--- src/rtl/cl_manycore_pkg.sv ---
// Shared manycore constants for the host request scheduler: op encodings,
// default op field position and the scheduler state encoding.
package cl_manycore_pkg;

    localparam logic [7:0] ePacketOp_remote_load = 8'h00;

    localparam int op_lsb_default_lp = 96;

    typedef enum logic [1:0] {
        eRun     = 2'd0,
        eDrain   = 2'd1,
        eDrained = 2'd2
    } sched_state_e;

endpackage

--- src/rtl/bsg_arb_round_robin.sv ---
// Round-robin arbiter: one-hot grant among requesters, with the priority
// pointer moving to the slot after the winner whenever a grant is issued.
module bsg_arb_round_robin #(
    parameter int width_p = 2
) (
    input  logic               clk_i,
    input  logic               reset_i,
    input  logic [width_p-1:0] reqs_i,
    output logic [width_p-1:0] grants_o
);

    localparam int ptr_w_lp = (width_p > 1) ? $clog2(width_p) : 1;

    logic [ptr_w_lp-1:0] ptr_q, ptr_d, winner;
    logic [width_p-1:0]  hi_mask, reqs_hi, pick;

    // Requests at or above the pointer win first; otherwise wrap to the bottom.
    always_comb begin
        // NOTE: every variable gets a default before any branch so no latch is inferred.
        hi_mask  = '0;
        grants_o = '0;
        winner   = '0;
        for (int i = 0; i < width_p; i++) begin
            hi_mask[i] = (i >= int'(ptr_q));
        end
        reqs_hi = reqs_i & hi_mask;
        pick    = (|reqs_hi) ? reqs_hi : reqs_i;
        for (int i = width_p - 1; i >= 0; i--) begin
            if (pick[i]) begin
                grants_o    = '0;
                grants_o[i] = 1'b1;
                winner      = ptr_w_lp'(i);
            end
        end
    end

    always_comb begin
        ptr_d = ptr_q;
        if (|grants_o) begin
            ptr_d = (winner == ptr_w_lp'(width_p - 1)) ? '0 : winner + ptr_w_lp'(1);
        end
    end

    always_ff @(posedge clk_i) begin
        // NOTE: registered state is always written with <= so every flop samples pre-edge values.
        if (reset_i) begin
            ptr_q <= '0;
        end else begin
            ptr_q <= ptr_d;
        end
    end

endmodule

--- src/rtl/bsg_manycore_host_req_scheduler.sv ---
// Schedules host request FIFOs onto one endpoint request channel with
// round-robin arbitration, load-response reservation and a flush sequencer.
module bsg_manycore_host_req_scheduler
    import cl_manycore_pkg::*;
#(
    parameter int num_src_p    = 2,
    parameter int fifo_width_p = 128,
    parameter int load_limit_p = 16,
    parameter int op_lsb_p     = op_lsb_default_lp
) (
    input  logic                                    clk_i,
    input  logic                                    reset_i,
    input  logic [num_src_p-1:0]                    src_v_i,
    input  logic [num_src_p-1:0][fifo_width_p-1:0]  src_data_i,
    output logic [num_src_p-1:0]                    src_ready_o,
    output logic                                    req_v_o,
    output logic [fifo_width_p-1:0]                 req_data_o,
    input  logic                                    req_ready_i,
    input  logic                                    rsp_yumi_i,
    input  logic                                    flush_i,
    output logic                                    idle_o,
    output logic [$clog2(load_limit_p+1)-1:0]       loads_outstanding_o
);

    localparam int cnt_w_lp = $clog2(load_limit_p + 1);
    localparam logic [cnt_w_lp-1:0] load_limit_lp = cnt_w_lp'(load_limit_p);

    sched_state_e state_q, state_d;

    logic                    v_q, v_d;
    logic [fifo_width_p-1:0] data_q, data_d;
    logic [cnt_w_lp-1:0]     loads_q, loads_d;

    logic [num_src_p-1:0]    is_load, eligible, arb_reqs, grants;
    logic [fifo_width_p-1:0] sel_data;
    logic                    load_blocked, can_accept, grant_en;
    logic                    grant_v, granted_load, yumi_eff;

    always_comb begin
        is_load = '0;
        for (int i = 0; i < num_src_p; i++) begin
            is_load[i] = (src_data_i[i][op_lsb_p +: 8] == ePacketOp_remote_load);
        end
    end

    // The limit compare uses the registered count, so a response returning in
    // the same cycle does not open a slot until the next cycle.
    assign load_blocked = (loads_q >= load_limit_lp);
    assign eligible     = src_v_i & ~(is_load & {num_src_p{load_blocked}});
    assign can_accept   = ~v_q | req_ready_i;
    assign grant_en     = ~reset_i & (state_q == eRun) & can_accept;
    assign arb_reqs     = eligible & {num_src_p{grant_en}};

    bsg_arb_round_robin #(
        .width_p (num_src_p)
    ) u_arb (
        .clk_i    (clk_i),
        .reset_i  (reset_i),
        .reqs_i   (arb_reqs),
        .grants_o (grants)
    );

    always_comb begin
        sel_data = '0;
        for (int i = 0; i < num_src_p; i++) begin
            if (grants[i]) begin
                sel_data |= src_data_i[i];
            end
        end
    end

    assign grant_v      = |grants;
    assign granted_load = |(grants & is_load);
    assign yumi_eff     = rsp_yumi_i & (loads_q != '0);

    always_comb begin
        v_d    = v_q;
        data_d = data_q;
        if (grant_v) begin
            v_d    = 1'b1;
            data_d = sel_data;
        end else if (req_ready_i) begin
            v_d = 1'b0;
        end

        loads_d = loads_q;
        if (granted_load && !yumi_eff) begin
            loads_d = loads_q + cnt_w_lp'(1);
        end else if (!granted_load && yumi_eff) begin
            loads_d = loads_q - cnt_w_lp'(1);
        end
    end

    // Drain completion looks at next-state values so idle follows the final
    // response by one cycle rather than two.
    always_comb begin
        state_d = state_q;
        unique case (state_q)
            eRun:     if (flush_i)                      state_d = eDrain;
            eDrain:   if (!v_d && (loads_d == '0))      state_d = eDrained;
            eDrained: if (!flush_i)                     state_d = eRun;
            default:                                    state_d = eRun;
        endcase
    end

    always_ff @(posedge clk_i) begin
        if (reset_i) begin
            state_q <= eRun;
            v_q     <= 1'b0;
            loads_q <= '0;
        end else begin
            state_q <= state_d;
            v_q     <= v_d;
            loads_q <= loads_d;
        end
    end

    // NOTE: the payload register has no reset; v_q alone qualifies its contents.
    always_ff @(posedge clk_i) begin
        data_q <= data_d;
    end

    assign src_ready_o         = grants;
    assign req_v_o             = v_q;
    assign req_data_o          = data_q;
    assign idle_o              = (state_q == eDrained);
    assign loads_outstanding_o = loads_q;

    yumi_underflow_a: assert property (@(posedge clk_i) disable iff (reset_i)
        !(rsp_yumi_i && (loads_q == '0)));

endmodule

--- config.mk ---
export PLATFORM = sky130hd
export DESIGN_NAME = bsg_manycore_host_req_scheduler
export DESIGN_NICKNAME = d
export VERILOG_FILES = /design/src/rtl/cl_manycore_pkg.sv /design/src/rtl/bsg_arb_round_robin.sv /design/src/rtl/bsg_manycore_host_req_scheduler.sv
export SDC_FILE = /design/constraint.sdc
export NUM_CORES = 1
export LEC_CHECK = 0
export CAP_MARGIN = 15
export CORE_AREA = 2 2 157 159
export DETAILED_ROUTE_END_ITERATION = 6
export DIE_AREA = 0 0 159 161
export GPL_TIMING_DRIVEN = 0
export PLACE_DENSITY = 0.71
export SETUP_SLACK_MARGIN = 0.3
export SLEW_MARGIN = 30
export SYNTH_ARGS = -nofsm -noshare
export SYNTH_HDL_FRONTEND = slang
export SYNTH_SLANG_ARGS = --single-unit
export TNS_END_PERCENT = 1
--- constraint.sdc ---
create_clock -name clk_i -period 7.4 [get_ports clk_i]
set_clock_uncertainty 0.05 [all_clocks]
set_input_delay 1.85 -clock clk_i [delete_from_list [all_inputs] [get_ports clk_i]]
set_output_delay 1.85 -clock clk_i [all_outputs]
set_load 0.005 [all_outputs]
==> reports/qor.yml <==
outcome:
  status: "finished clean"
logic_synthesis:
  synthArstFlopShare_pct: 0
  synth_top_cells_by_area: "edfxtp_1, nand2_1, nand3_1"
  mappedNetlistArea_sq_um: 6470
  synth.ff_latch_count: 137
  syn_nets: 910
  ys.warnings.count: 0
  post_synth_inst_count: 644
  synth_top_flop_cell: "edfxtp_1"
  yosysTopAreaCellShare_pct: 59.4
  synth-edff-count: 128
  yosys.area.top_type: "edfxtp_1"
  syn-mean-instance-area_sq_um: 10.0
  synth.distinct_cells: 40
  yosysSeqAreaShare_pct: 62.2
critical_path:
  critical_path.max_stage_delay_ns: 0.68
  critical-path-top-cell-by-count: "clkdlybuf4s50_1"
  timing.critical_path.required_ns: 5.50
  critical_path.max_fanout: 10
  cp.arrival_ns: 4.61
  cpMaxStageDelayCell: "nor4_1"
  critical_path.endpoint_type: "output port"
  worst_setup_path_start_kind: "primary input"
  worstPathCellList: "clkdlybuf4s50_1 -> nor4_1 -> a31o_2 -> o21ai_2 -> inv_1 -> clkbuf_1 -> buf_4 -> clkdlybuf4s50_1"
  worst-setup-path-type: "primary input to output port"
floorplan:
  pin_count: 400
  chipWidth_um: 159
  placeableCoreArea_sq_um: 24000
  initial_utilization_pct: 27.0
  dieArea_sq_um: 25600
  std_cell_rows: 57
  die_height_um: 161
routing:
  routedWlPerCell_um: 18.0
  drt_iter0_markers: 399
  detail-route-antenna-nets: 0
  via_count: 6379
  first_pass_iters: 5
  vias_per_cell: 4.55
  totalWireLength_mm: 25.2
  drc_errors: 0
timing:
  maxClockFrequency_mhz: 154
  timing_worst_slew_pin_value_ns: 0.741
  post-route-min-period_ns: 6.51
  final_max_slew_viol_count: 0
  setup-tns-final_ns: 0
  final_critical_path_setup_slack_ns: 0.888
  final.period_utilization_pct: 88.0
  timing.final.setup_violations: 0
  max_slew_margin_vs_limit_pct: 50.1
  rsz0062_at_grt: "false"
  hold_viol_final: 0
clocking:
  post_cts_resize_count: 0
  ctsHoldBuffers: 0
  max_root_sink_buffers: 2
  cts_root_buf: "clkbuf_16"
  clock_tree_from_tritoncts: "built"
  postCtsSetupRepairBufs: 0
  cts_buffers: 17
  clk_latency_ns: 0.41
  maximum_level_of_the_cts_h_tree: 4
  numClockSinks: 137
  clk_transition_reported_paths_ns: 0.06
job:
  timing.max_cap.violations: 0
pwr:
  static_leakage_nw: 4.62
  p_total_mw: 3.28
  max-vdd-ir-drop_mv: 0.134
  power.density_nw_per_um2: 284
layout:
  design.final.nets: 1330
  share_of_post_route_cells_with_drive_strength_above_1_pct: 8.17
  area_delta_synth_final_pct: 78.5
global_route:
  grt_max_degree: 51
  grt_usage_pct: 19.3
  antenna_violations_before_repair: 1
  vias_in_the_first_global_route: 6419
  grt_overflow: 0
  grt_pass1_wl_mm: 37.9
placement:
  dp_hpwl_mm: 19.6
  detailedPlace.worstSlack_ns: 0.924
  port-buffer-count: 398
  gpl.final_weighted_congestion: 0.914
hold_path:
  hold_path_class: "flop to flop"
## metal layers
layer,track usage [%],wire length [um]
met1,23.4,10400
met2,33.2,12500
met3,5.68,1790
met4,5.74,570
met5,0,0
## cell usage in the layout, fill, tap and decap left out, types with 3 or more instances in the layout
cell	netlist	layout
edfxtp_1	128	128
bufinv_16	0	3
clkdlybuf4s50_1	0	398
nand3_1	131	131
nand4b_1	5	5
inv_6	0	4
mux2i_1	5	5
dfxtp_1	9	9
clkbuf_16	0	17
ha_1	3	3
nand3b_1	4	4
a211oi_1	3	3
nand2_1	262	262
nor4_1	3	3
xnor2_1	3	3
nand2b_1	3	3
clkbuf_1	4	4
clkinvlp_4	0	3
nor2b_1	3	3
nand4_1	3	3
nor2_1	5	5
buf_2	40	40
inv_1	4	4
## sequential cells by signal, summed over array words and instances (netlist names)
register             count
loads_outstanding_o      5
state_q                  2
u_arb.ptr_q              1
req_v_o                  1
req_data_o             128
## report_power, final
group          switching (mW)  leakage [nW]  internal [mW]  total (mW)
clock                   0.364         0.292          0.541       0.905
combinational           0.575          3.01          0.613        1.19
sequential             0.0708          1.32           1.12        1.19
total                    1.01          4.62           2.27        3.28
## worst max-delay path, delay by kind of cell
kind,cells,cell delay (ns)
compound gates,2,0.42
buf+inv,5,1.66
simple gates,1,0.68
## layout make-up
cell class	count	area, sq um
fill	2237	12400
timing repair buffer	401	4050
sequential	137	4020
multi-input combinational	456	2190
clock buffer	18	429
tap	324	405
buffer	47	245
clock inverter	14	188
inverter	4	15.0
antenna	1	2.50
## worst paths after layout
path / start / to / slack [ns] / depth (start not counted)
worst min-delay path: u_arb.ptr_q / u_arb.ptr_q / 0.53 / 1
worst max register to register: req_v_o / req_data_o[86] / 4.81 / 8
worst max-delay path: src_data_i[99] / src_ready_o[1] / 0.89 / 8
worst min register to register: u_arb.ptr_q / u_arb.ptr_q / 0.53 / 1
## cell families (layout without fill, tap and decap cells)
group	after synthesis	count (layout)	synth area share [%]
adder cells (fa/ha/maj)	3	3	0.580
AO/OA/AOI/OAI	18	18	2.61
flip-flops	137	137	62.2
AND/OR/NAND/NOR	426	426	29.4
XOR/XNOR	4	4	0.541
other	0	1	0
multiplexers	5	5	0.773
buffers and inverters	51	484	3.96
## through the flow
| step | utilization (%) | cells | hold slack, ns | instance area (sq um) |
|---|---|---|---|---|
| after floorplan | - | 644 | 0.466 | 6470 |
| after global placement | 45.3 | 1366 | 0.499 | 10900 |
| after detailed placement | 45.6 | 1369 | 0.502 | 10900 |
| after CTS | 48.2 | 1401 | 0.514 | 11500 |
| after global routing | 48.2 | 1401 | 0.532 | 11500 |
| final | 48.2 | 1402 | 0.526 | 11600 |
## Yosys cell counts, types with 2 or more instances
cell,count
clkbuf_1,4
a31oi_1,2
nand4_1,3
edfxtp_1,128
buf_4,2
nor4_4,2
nand3_1,131
nor4_1,3
dfxtp_1,9
mux2i_1,5
xnor2_1,3
nor2b_1,3
nand3b_1,4
a31o_2,2
a211oi_1,3
inv_1,4
nand2b_1,3
nand4b_1,5
nand2_1,262
nor2_1,5
buf_2,40
ha_1,3
No activity file was read; power rests on OpenSTA's default activity.
